==> config.mk <==
export PLATFORM = sky130hd
export DESIGN_NAME = serial_frame_rx_flat
export DESIGN_NICKNAME = d
export VERILOG_FILES = /design/src/rtl/serial_frame_rx_if.sv /design/src/rtl/serial_frame_rx.sv /design/src/flat_wrapper.sv
export SDC_FILE = /design/constraint.sdc
export NUM_CORES = 1
export LEC_CHECK = 0
export CAP_MARGIN = 5
export CORE_AREA = 2 2 55 57
export CTS_CLUSTER_DIAMETER = 40
export DETAILED_ROUTE_END_ITERATION = 8
export DIE_AREA = 0 0 57 59
export PLACE_DENSITY_LB_ADDON = 0.05
export SKIP_LAST_GASP = 1
export SLEW_MARGIN = 20
export SYNTH_ARGS = -nofsm -noshare
export SYNTH_HDL_FRONTEND = slang
export SYNTH_SLANG_ARGS = --single-unit
==> constraint.sdc <==
create_clock -name clk -period 2.07 [get_ports clk]
set_input_delay 0.414 -clock clk [delete_from_list [all_inputs] [get_ports clk]]
set_output_delay 0.414 -clock clk [all_outputs]
set_load 0.005 [all_outputs]
==> src/rtl/serial_frame_rx_if.sv <==
// Serial receiver bus: the raw line in, the framed byte and status strobes out.
// master drives the line and observes results; slave is the receiver itself.
interface serial_frame_rx_if #(
    parameter int DATA_WIDTH = 8
);
    logic                  rxin;
    logic [DATA_WIDTH-1:0] dout;
    logic                  rx_parity;
    logic                  load;
    logic                  framing_error;
    logic                  busy;

    modport master (
        output rxin,
        input  dout, rx_parity, load, framing_error, busy
    );

    modport slave (
        input  rxin,
        output dout, rx_parity, load, framing_error, busy
    );
endinterface

==> src/rtl/serial_frame_rx.sv <==
// Oversampling serial receiver: start, DATA_WIDTH bits LSB first, parity, stop.
// Presents each good byte with its received parity bit and flags bad stop bits.
module serial_frame_rx #(
    parameter int CLKS_PER_BIT = 16,
    parameter int DATA_WIDTH   = 8
) (
    input  logic               clk,
    input  logic               reset,
    serial_frame_rx_if.slave   bus
);

    localparam int CNT_W = (CLKS_PER_BIT > 1) ? $clog2(CLKS_PER_BIT) : 1;
    localparam int BIT_W = (DATA_WIDTH > 1) ? $clog2(DATA_WIDTH) : 1;
    localparam logic [CNT_W-1:0] HALF_M1  = CNT_W'(CLKS_PER_BIT / 2 - 1);
    localparam logic [CNT_W-1:0] FULL_M1  = CNT_W'(CLKS_PER_BIT - 1);
    localparam logic [BIT_W-1:0] LAST_BIT = BIT_W'(DATA_WIDTH - 1);

    typedef enum logic [2:0] {
        S_IDLE      = 3'd0,
        S_START     = 3'd1,
        S_DATA      = 3'd2,
        S_PARITY    = 3'd3,
        S_STOP      = 3'd4,
        S_WAIT_IDLE = 3'd5
    } state_t;

    state_t                r_state;
    state_t                w_next_state;
    logic                  r_sync1;
    logic                  r_sync2;
    logic                  w_line;
    logic [CNT_W-1:0]      r_cnt;
    logic [BIT_W-1:0]      r_bit_idx;
    logic [DATA_WIDTH-1:0] r_shift;
    logic                  r_par_hold;
    logic [DATA_WIDTH-1:0] r_dout;
    logic                  r_rx_parity;
    logic                  r_load;
    logic                  r_fe;
    logic                  r_busy;
    logic                  w_half_tick;
    logic                  w_full_tick;
    logic                  w_load_next;
    logic                  w_fe_next;
    logic                  w_busy_next;

    assign w_line      = r_sync2;
    assign w_half_tick = (r_cnt == HALF_M1);
    assign w_full_tick = (r_cnt == FULL_M1);

    // Two-flop synchronizer; resets to the idle-high line level.
    always_ff @(posedge clk or negedge reset) begin
        if (!reset) begin
            r_sync1 <= 1'b1;
            r_sync2 <= 1'b1;
        end else begin
            r_sync1 <= bus.rxin;
            r_sync2 <= r_sync1;
        end
    end

    // FSM state register.
    always_ff @(posedge clk or negedge reset) begin
        if (!reset) begin
            r_state <= S_IDLE;
        end else begin
            r_state <= w_next_state;
        end
    end

    // FSM next-state logic.
    always_comb begin
        w_next_state = r_state;
        case (r_state)
            S_IDLE: begin
                if (!w_line) w_next_state = S_START;
                else         w_next_state = S_IDLE;
            end
            S_START: begin
                if (w_half_tick) w_next_state = w_line ? S_IDLE : S_DATA;
                else             w_next_state = S_START;
            end
            S_DATA: begin
                if (w_full_tick && (r_bit_idx == LAST_BIT)) w_next_state = S_PARITY;
                else                                        w_next_state = S_DATA;
            end
            S_PARITY: begin
                if (w_full_tick) w_next_state = S_STOP;
                else             w_next_state = S_PARITY;
            end
            S_STOP: begin
                if (w_full_tick) w_next_state = w_line ? S_IDLE : S_WAIT_IDLE;
                else             w_next_state = S_STOP;
            end
            S_WAIT_IDLE: begin
                if (w_line) w_next_state = S_IDLE;
                else        w_next_state = S_WAIT_IDLE;
            end
            default: w_next_state = S_IDLE;
        endcase
    end

    // FSM output decode; busy stays up through the strobe cycle back in IDLE.
    always_comb begin
        w_load_next = (r_state == S_STOP) && w_full_tick && w_line;
        w_fe_next   = (r_state == S_STOP) && w_full_tick && !w_line;
        w_busy_next = (w_next_state != S_IDLE) || w_load_next || w_fe_next;
    end

    // Sample counter, bit index, shift register and held parity bit.
    always_ff @(posedge clk or negedge reset) begin
        if (!reset) begin
            r_cnt      <= {CNT_W{1'b0}};
            r_bit_idx  <= {BIT_W{1'b0}};
            r_shift    <= {DATA_WIDTH{1'b0}};
            r_par_hold <= 1'b0;
        end else begin
            case (r_state)
                S_START: begin
                    r_cnt     <= w_half_tick ? {CNT_W{1'b0}} : r_cnt + CNT_W'(1);
                    r_bit_idx <= {BIT_W{1'b0}};
                end
                S_DATA: begin
                    r_cnt <= w_full_tick ? {CNT_W{1'b0}} : r_cnt + CNT_W'(1);
                    if (w_full_tick) begin
                        r_shift   <= {w_line, r_shift[DATA_WIDTH-1:1]};
                        r_bit_idx <= r_bit_idx + BIT_W'(1);
                    end
                end
                S_PARITY: begin
                    r_cnt <= w_full_tick ? {CNT_W{1'b0}} : r_cnt + CNT_W'(1);
                    if (w_full_tick) r_par_hold <= w_line;
                end
                S_STOP: begin
                    r_cnt <= w_full_tick ? {CNT_W{1'b0}} : r_cnt + CNT_W'(1);
                end
                default: begin
                    r_cnt     <= {CNT_W{1'b0}};
                    r_bit_idx <= {BIT_W{1'b0}};
                end
            endcase
        end
    end

    // Registered outputs; dout/rx_parity only move together with load.
    always_ff @(posedge clk or negedge reset) begin
        if (!reset) begin
            r_dout      <= {DATA_WIDTH{1'b0}};
            r_rx_parity <= 1'b0;
            r_load      <= 1'b0;
            r_fe        <= 1'b0;
            r_busy      <= 1'b0;
        end else begin
            r_load <= w_load_next;
            r_fe   <= w_fe_next;
            r_busy <= w_busy_next;
            if (w_load_next) begin
                r_dout      <= r_shift;
                r_rx_parity <= r_par_hold;
            end
        end
    end

    assign bus.dout          = r_dout;
    assign bus.rx_parity     = r_rx_parity;
    assign bus.load          = r_load;
    assign bus.framing_error = r_fe;
    assign bus.busy          = r_busy;

endmodule

==> src/flat_wrapper.sv <==
// flat-port wrapper written by rule: the top's interface ports become plain ports
module serial_frame_rx_flat 
#(
    parameter int CLKS_PER_BIT = 16,
    parameter int DATA_WIDTH   = 8
)
  (clk, reset, bus_rxin, bus_dout, bus_rx_parity, bus_load, bus_framing_error, bus_busy);
  serial_frame_rx_if #(.DATA_WIDTH(DATA_WIDTH)) bus_i ();
  input  logic clk;
  input  logic reset;
  input wire logic [$bits(bus_i.rxin)-1:0] bus_rxin;
  output wire logic [$bits(bus_i.dout)-1:0] bus_dout;
  output wire logic [$bits(bus_i.rx_parity)-1:0] bus_rx_parity;
  output wire logic [$bits(bus_i.load)-1:0] bus_load;
  output wire logic [$bits(bus_i.framing_error)-1:0] bus_framing_error;
  output wire logic [$bits(bus_i.busy)-1:0] bus_busy;
  assign bus_i.rxin = bus_rxin;
  assign bus_dout = bus_i.dout;
  assign bus_rx_parity = bus_i.rx_parity;
  assign bus_load = bus_i.load;
  assign bus_framing_error = bus_i.framing_error;
  assign bus_busy = bus_i.busy;
  serial_frame_rx #(.CLKS_PER_BIT(CLKS_PER_BIT), .DATA_WIDTH(DATA_WIDTH)) u_core (.clk(clk), .reset(reset), .bus(bus_i));
endmodule
==> Yosys cells after proc, flatten, opt, wreduce, memory -nomap -nowiden <==
Index checks and enable logic that the tools add are counted.
Widths: inputs -> output; s select.
{ "totals": {"regBits": 33, "out_inout_bits": 12, "wordCells": 51} }
{ "op_classes": {"eq_ne": 9, "n_reduce_logical": 14, "addsub": 2, "muxes": 13, "bitwise_logic": 1} }
{ "ops": {"columns": ["op", "count"], "rows": [
  ["$pmux 3 s6", 1],
  ["$mux 3", 5],
  ["$eq 3x3->1 const B", 3],
  ["$mux 4", 2],
  ["$pmux 4 s2", 1],
  ["$eq 3x2->1 const B", 2],
  ["$pmux 3 s2", 1],
  ["$reduce_and 2->1", 3],
  ["$add 4x1->4 const B", 1],
  ["$eq 4x3->1 const B", 1],
  ["$eq 4x4->1 const B", 1],
  ["$logic_and 1x1->1", 4],
  ["$add 3x1->3 const B", 1],
  ["$eq 3x1->1 const B", 1],
  ["$logic_not 3->1", 1],
  ["$reduce_bool 3->1", 1],
  ["$reduce_or 3->1", 1],
  ["$logic_or 1x1->1", 2],
  ["$mux 1", 2],
  ["$mux 2", 1],
  ["$ne 2x1->1 const B", 1],
  ["$reduce_or 2->1", 1],
  ["$logic_not 1->1", 1],
  ["$not 1->1", 1]
]} }

==> Depth between registers and ports, before layout <==
Gate-level depths: netlist (run 1).
{ "logic_depth": {"word_depth": 7, "mapped_depth": 6, "ltp_nobuf": 4} }

==> Worst setup path before layout (run 1) <==
OpenSTA, ideal clock, no wires.
{ "synth_path": {"path_kind": "register to register", "start": "reg u_core.r_cnt[0]", "end": "reg u_core.r_state[0]", "stages_incl_launch_ff": 7, "required_time_ns": 1.944, "n_path_buf": 2, "setup_slack_ns": 0.404, "arrival_time_ns": 1.540, "period_less_slack_ns": 1.666, "path_cell_list": "dfrtp_1 -> ha_1 -> and4b_1 -> buf_6 -> and2_4 -> buf_6 -> a221o_1"} }
{ "synth_via": {"elab_chain_len": 4} }
{ "synth_lines": {"columns": ["element", "line_no", "source"], "rows": [
  ["start, declared", "serial_frame_rx.sv:32", "logic [CNT_W-1:0] r_cnt;"],
  ["start signal, assigned", "serial_frame_rx.sv:113", "r_cnt <= {CNT_W{1'b0}};"],
  ["start signal, assigned", "serial_frame_rx.sv:120", "r_cnt <= w_half_tick ? {CNT_W{1'b0}} : r_cnt + CNT_W'(1);"],
  ["start signal, assigned", "serial_frame_rx.sv:124", "r_cnt <= w_full_tick ? {CNT_W{1'b0}} : r_cnt + CNT_W'(1);"],
  ["$eq 4x4->1", "serial_frame_rx.sv:49", "assign w_full_tick = (r_cnt == FULL_M1);"],
  ["$logic_and 1x1->1", "serial_frame_rx.sv:84", "if (w_full_tick && (r_bit_idx == LAST_BIT)) w_next_state = S_PARITY;"],
  ["$mux 1", "serial_frame_rx.sv:84", null],
  ["$pmux 3 s6 *", "serial_frame_rx.sv:74", "case (r_state)"],
  ["net u_core.w_next_state[0]", "serial_frame_rx.sv:28", "state_t w_next_state;"],
  ["end signal, assigned", "serial_frame_rx.sv:67", "r_state <= w_next_state;"],
  ["end, declared", "serial_frame_rx.sv:27", "state_t r_state;"]
]} }
Mark *: on every way through the listed nets, which the timed path passes. The rest lies on a longest branch.
A chain may end at the register's enable or synchronous reset.

==> Final worst setup path (run 1) <==
{ "layout_path": {"start": "reg u_core.r_cnt[0]", "end": "reg u_core.r_shift[7]"} }
{ "layout_via": {"elab_chain_len": 2} }
{ "layout_lines": {"columns": ["element", "line_no", "source"], "rows": [
  ["$eq 4x4->1", "serial_frame_rx.sv:49", null],
  ["$reduce_and 2->1 (no source line)", null, null],
  ["end signal, assigned", "serial_frame_rx.sv:115", "r_shift <= {DATA_WIDTH{1'b0}};"],
  ["end signal, assigned", "serial_frame_rx.sv:126", "r_shift <= {w_line, r_shift[DATA_WIDTH-1:1]};"],
  ["end, declared", "serial_frame_rx.sv:34", "logic [DATA_WIDTH-1:0] r_shift;"]
]} }
No other way between the ends.

==> impl_metrics.toml, run 1 <==
[floorplan]
fp.dieH_um = 59
start_util = 0.534
num_io_pins = 15
core_region_area_mm2 = 0.00271
die_w_um = 57
rows = 19
die-area_mm2 = 0.00336

[sta]
slew-limit-headroom = 0.752
fmax_ghz = 0.577
layout_min_cycle_time_ns = 1.73
setup_viol = 0
fin_crit_sh = 0.838
hold_viol = 0
worst_pin_slew_ns = 0.363
drv_slew = 0
clock_skew_ns = 0.0135
rsz0062_at_grt = "no"
fin_setup_tns_ns = 0

[yosys]
ys_seq_area_frac = 0.573
yosysUniqueCellTypes = 35
synth_area_mm2 = 0.00145
syn_nets = 117
netlist_instances = 111
yosysTopAreaCell = "dfrtp_1"
synth-seq-cells = 33
synth.avg_cell_area_um2 = 13.0
ys_top_cells_by_area = "dfrtp_1, mux2_2, dfstp_2"
yosys_warnings = 0
synth_top_area_frac = 0.536

[outcome]
outcome = "complete, no violations"

[setup_path]
r2r-end = "u_core.r_shift[7]$_DFFE_PN0P_"
crit_path_end_kind = "flop"
cp_max_fo = 9
worst-setup-path-type = "flop to flop"
r2r_cells = 4
r2r_slack_ns = 0.34
cp.required_ns = 2.28
r2r-start = "u_core.r_cnt[0]$_DFF_PN0_"
worstPathArrival_ns = 1.95
start_kind = "flop"

[global_route]
grt_max_degree = 34
grt_pass1_vias = 860
grtUsageTotal = 0.156
grt_pass1_wl_um = 3910
grt-ovfl-total = 0
antenna_found_initial = 0

[route]
wl_um = 2320
drt_pass1_iterations = 4
ant_nets = 0
drt-initial-drc-count = 28
via_per_inst = 5.76
route.vias.total = 922
drcViolationCount = 0
wl_per_cell_um = 14.5

[finish]
stdcell_area_mm2 = 0.00165
register_area_um2 = 828
layout_common_cells = "dfrtp_1, mux2_2, clkdlybuf4s50_1, nand3_1, clkbuf_4"
fillers = 242
fin_nets = 134
layout_commonest_cell = "dfrtp_1"
final_util = 0.607
diodes = 0
multiInputGateArea_um2 = 551
area_growth_pct = 13.8
finalNonFillerCells = 160
final_layout_size_suffix_gt1_frac = 0.271

[clock_tree]
postCtsResizedCells = 0
clock_latency_ns = 0.33
clockBufferDepth = 2
h-tree-depth = 2
cts_root_buffer = "clkbuf_4"
cts.clk_slew.worst_paths_ns = 0.08
tritoncts = "yes"
cts_setup_buffers = 0
cts_buffers = 5
cts_num_sinks = 33
cts_hold_buf = 0

[placement]
dp_cells = 152
gp_congestion = 0.753
dpl_cell_area_mm2 = 0.00160
io_buffers = 14
dpl.hpwl_um = 1560

[hold_path]
worstHoldStart = "u_core.r_sync1$_DFF_PN1_"
hold-path-endpoint = "u_core.r_sync2$_DFF_PN1_"
hp-class = "flop to flop"
min_delay_path_depth = 0

[power_and_ir_drop]
leakage_uw = 0.000770
vdd_ir_drop_max_mv = 0.694
power_density_mw_per_mm2 = 860

[job]
maxCapViolCount = 0
==> synth_stat cells <==
cell	instances
a22oi_1	1
a221o_1	1
nor3b_1	1
a311oi_1	1
o2bb2ai_1	1
dfrtp_1	31
nor3_1	1
o21ai_0	1
o311ai_0	1
nor2b_1	4
and3_2	3
inv_1	2
buf_6	3
buf_2	3
xor2_1	2
dfstp_2	2
clkbuf_1	1
mux2_2	18
and2_1	1
a21oi_1	3
xnor2_1	1
and4b_1	1
a32oi_1	2
ha_1	3
nor2_1	3
nand3b_1	2
a31oi_1	1
a21boi_0	1
nand2_1	4
and2_4	1
nand3_2	1
a2111oi_0	1
o22ai_1	3
buf_4	1
nand3_1	5
==> kinds of logic after synthesis <==
family                     Yosys count  synth area share
xor gates and xnor gates             3            0.0182
muxes                               18             0.140
AOI/OAI and AO/OA                   17            0.0848
adders and majority gates            3            0.0260
buffers and inverters               10            0.0467
and+or+nand+nor                     27             0.112
DFF                                 33             0.573
==> cell type report <==
class                      instances  area share
tap                               31      0.0236
multi-input combinational         68       0.335
clock inverter                     1     0.00304
timing repair buffer              18       0.103
inverter                           2     0.00456
sequential                        33       0.503
clock buffer                       7      0.0274
==> through the flow <==
step / hold WS [ns] / setup WS, ns / power [uW]
global placement: 0.347 / 0.388 / 1080
finish: 0.365 / 0.336 / 1420
floorplan: 0.118 / 0.404 / 1010
CTS: 0.367 / 0.341 / 1430
detailed placement: 0.352 / 0.361 / 1090
global route: 0.371 / 0.214 / 1500
==> critical path: stages (launching register included) <==
cell,delay (ns)
dfrtp_1,0.38
ha_1,0.25
and4b_1,0.36
and2_4,0.28
mux2_2,0.35
==> worst max path at each step <==
| stage | slack, ns | cells past startpoint | start | endpoint |
|---|---|---|---|---|
| floorplan | 0.40 | 6 | u_core.r_cnt[0]$_DFF_PN0_ | u_core.r_state[0]$_DFF_PN0_ |
| global placement | 0.39 | 4 | u_core.r_cnt[0]$_DFF_PN0_ | u_core.r_shift[7]$_DFFE_PN0P_ |
| detailed placement | 0.36 | 4 | u_core.r_cnt[0]$_DFF_PN0_ | u_core.r_shift[7]$_DFFE_PN0P_ |
| CTS | 0.34 | 4 | u_core.r_cnt[0]$_DFF_PN0_ | u_core.r_shift[7]$_DFFE_PN0P_ |
| global route | 0.21 | 4 | u_core.r_cnt[0]$_DFF_PN0_ | u_core.r_shift[7]$_DFFE_PN0P_ |
| finish | 0.34 | 4 | u_core.r_cnt[0]$_DFF_PN0_ | u_core.r_shift[7]$_DFFE_PN0P_ |
==> state kept, by name, indices dropped and copies added, names as in the netlist, 3 cells and up <==
register	count
u_core.bus.dout	8
u_core.r_shift	8
u_core.r_cnt	4
u_core.r_bit_idx	3
u_core.r_state	3
==> power breakdown <==
| part | internal [uW] | leakage, uW | switching [uW] |
|---|---|---|---|
| Combinational | 142 | 0.000303 | 156 |
| Clock | 132 | 0.0000293 | 199 |
| Sequential | 713 | 0.000438 | 73.2 |
| Total | 987 | 0.000770 | 428 |
==> routing by layer <==
| layer | up-vias | track usage | wire length, um |
|---|---|---|---|
| li1 | 434 | - | - |
| met1 | 458 | 0.197 | 1050 |
| met2 | 23 | 0.235 | 1080 |
| met3 | 7 | 0.0546 | 133 |
| met4 | 0 | 0.0897 | 51 |
| met5 | - | 0 | 0 |
No activity file was read; power rests on OpenSTA's default activity.
==> run 2: changes to the inputs <==
--- a/config.mk
+++ b/config.mk
@@ -6,10 +6,10 @@
 export NUM_CORES = 1
 export LEC_CHECK = 0
 export CAP_MARGIN = 5
-export CORE_AREA = 2 2 55 57
+export CORE_AREA = 2 2 58 60
 export CTS_CLUSTER_DIAMETER = 40
 export DETAILED_ROUTE_END_ITERATION = 8
-export DIE_AREA = 0 0 57 59
+export DIE_AREA = 0 0 60 62
 export PLACE_DENSITY_LB_ADDON = 0.05
 export SKIP_LAST_GASP = 1
 export SLEW_MARGIN = 20
==> constraint.sdc (replaced) <==
create_clock -name clk -period 1.4 [get_ports clk]
set_input_delay 0.28 -clock clk [delete_from_list [all_inputs] [get_ports clk]]
set_output_delay 0.28 -clock clk [all_outputs]
set_load 0.005 [all_outputs]
==> impl_metrics.toml, run 2 (synthesis results as in run 1) <==
[setup_path]
crit_buf_inv = 0
cp_max_fo = 6
start_kind = "flop"
worst-setup-path-type = "flop to flop"
path_cells = "ha_2, and4b_2, and2_4, mux2_2"
r2r-start = "u_core.r_cnt[0]$_DFF_PN0_"
critical_path.max_stage_delay_ns = 0.37
worstPathArrival_ns = 1.74
crit_start = "u_core.r_cnt[0]$_DFF_PN0_"
crit_path_end_kind = "flop"
cp_top_family = "simple AND/OR/NAND/NOR gates"
cp.required_ns = 1.62
crit_slowest_cell = "dfrtp_1"

[sta]
fin_setup_tns_ns = -1.66
finalWorstSetupSlack_ns = -0.113
layout_min_cycle_time_ns = 1.51
fin_crit_sh = 1.08
slew-limit-headroom = 0.823
clock_skew_ns = 0.00813
rsz0062_at_grt = "yes"
hold_viol = 0
fmax_ghz = 0.661
setup_viol = 18
drv_slew = 0
worst_pin_slew_ns = 0.266

[clock_tree]
cts.clk_slew.worst_paths_ns = 0.10
cts_buffers = 5
clockBufferDepth = 2
cts_root_buffer = "clkbuf_4"
h-tree-depth = 2
cts_num_sinks = 33
tritoncts = "yes"
clock_latency_ns = 0.34
cts_hold_buf = 0

[route]
ant_nets = 0
route.vias.total = 984
wl_per_cell_um = 14.2
via_per_inst = 5.18
drcViolationCount = 0
wl_um = 2700
drt-initial-drc-count = 20
drt_pass1_iterations = 4

[global_route]
grt_pass1_wl_um = 4350
grt_pass1_vias = 966
grtUsageTotal = 0.166
grt-ovfl-total = 0
grt_max_degree = 20
antenna_found_initial = 0

[job]
maxCapViolCount = 0

[power_and_ir_drop]
vdd_ir_drop_max_mv = 0.639
power_density_mw_per_mm2 = 1330
leakage_uw = 0.000944

[placement]
dpl.hpwl_um = 1810
gp_congestion = 0.760
io_buffers = 14
dp_slack_ns = -0.190

[floorplan]
fp.dieH_um = 62
die_w_um = 60
num_io_pins = 15
rows = 21
start_util = 0.455
core_region_area_mm2 = 0.00318
die-area_mm2 = 0.00372

[finish]
fillers = 273
fin_nets = 149
area_growth_pct = 29.1
layout_commonest_cell = "dfrtp_1"
diodes = 0
layout_common_cells = "dfrtp_1, buf_4, mux2_2, dlygate4sd2_1"
final_layout_size_suffix_gt1_frac = 0.403

[hold_path]
hp-class = "input port to async pin"

[outcome]
violations = "negative setup slack"
outcome = "finished, violations left"
[run 2: changes by cell type in the layout (fill, tap and decap cells not counted), moves of 5 or more]
cell / previous run / this run
buf_4: 4 / 17
clkdlybuf4s50_1: 14 / 2
dlygate4sd2_1: 0 / 11
mux2_2: 18 / 13
mux2_4: 0 / 5
[run 2: repair_timing]
action,CTS,global route
hold endpoints to repair,0,0
gates cloned,1,0
setup buffers,3,1
gates resized for setup,17,11
endpoints found under the setup margin,33,26
pin swaps,3,1
[run 2: routing by layer]
metal	global-route usage	wire (um)	vias to the layer above
met2	0.250	1240	21
met5	0	0	-
met3	0.0435	80	10
met4	0.114	77	0
met1	0.208	1300	484
li1	-	-	469
[run 2: area by class of cell]
cell class | count | area, um^2 | area share
Sequential cell | 33 | 828 | 0.444
Multi-Input combinational cell | 69 | 612 | 0.328
Timing Repair Buffer | 32 | 277 | 0.148
Tap cell | 46 | 57.6 | 0.0308
Clock buffer | 7 | 55.1 | 0.0295
Clock inverter | 1 | 30.0 | 0.0161
Inverter | 2 | 7.51 | 0.00402
[run 2: worst paths after layout]
check                                                      to  slack (ns)  cells after the start
worst max-delay path            u_core.r_shift[4]$_DFFE_PN0P_       -0.11                      4
worst min-delay path                u_core.bus.busy$_DFF_PN0_        0.28                      2
worst max register to register  u_core.r_shift[4]$_DFFE_PN0P_       -0.11                      4
worst min register to register       u_core.r_sync2$_DFF_PN1_        0.36                      0
max in group asynchronous            u_core.r_sync2$_DFF_PN1_        0.88                      2
min in group clk                     u_core.r_sync1$_DFF_PN1_        0.35                      1
[run 2: stage by stage]
step / cells / hold slack [ns] / util / power (uW) / instance area, um^2
final: 190 / 0.275 / 0.587 / 2480 / 1870
after global routing: 190 / 0.308 / 0.587 / 2620 / 1870
after CTS: 189 / 0.291 / 0.573 / 2470 / 1820
after detailed placement: 177 / 0.352 / 0.536 / 1710 / 1700
after global placement: 177 / 0.349 / 0.536 / 1700 / 1700
after floorplan: 111 / -0.0156 / - / 1500 / 1450
[run 2: power by group]
part | switching (uW) | total [uW] | internal, uW
Combinational | 329 | 630 | 301
Sequential | 52.6 | 1110 | 1050
Clock | 321 | 748 | 426
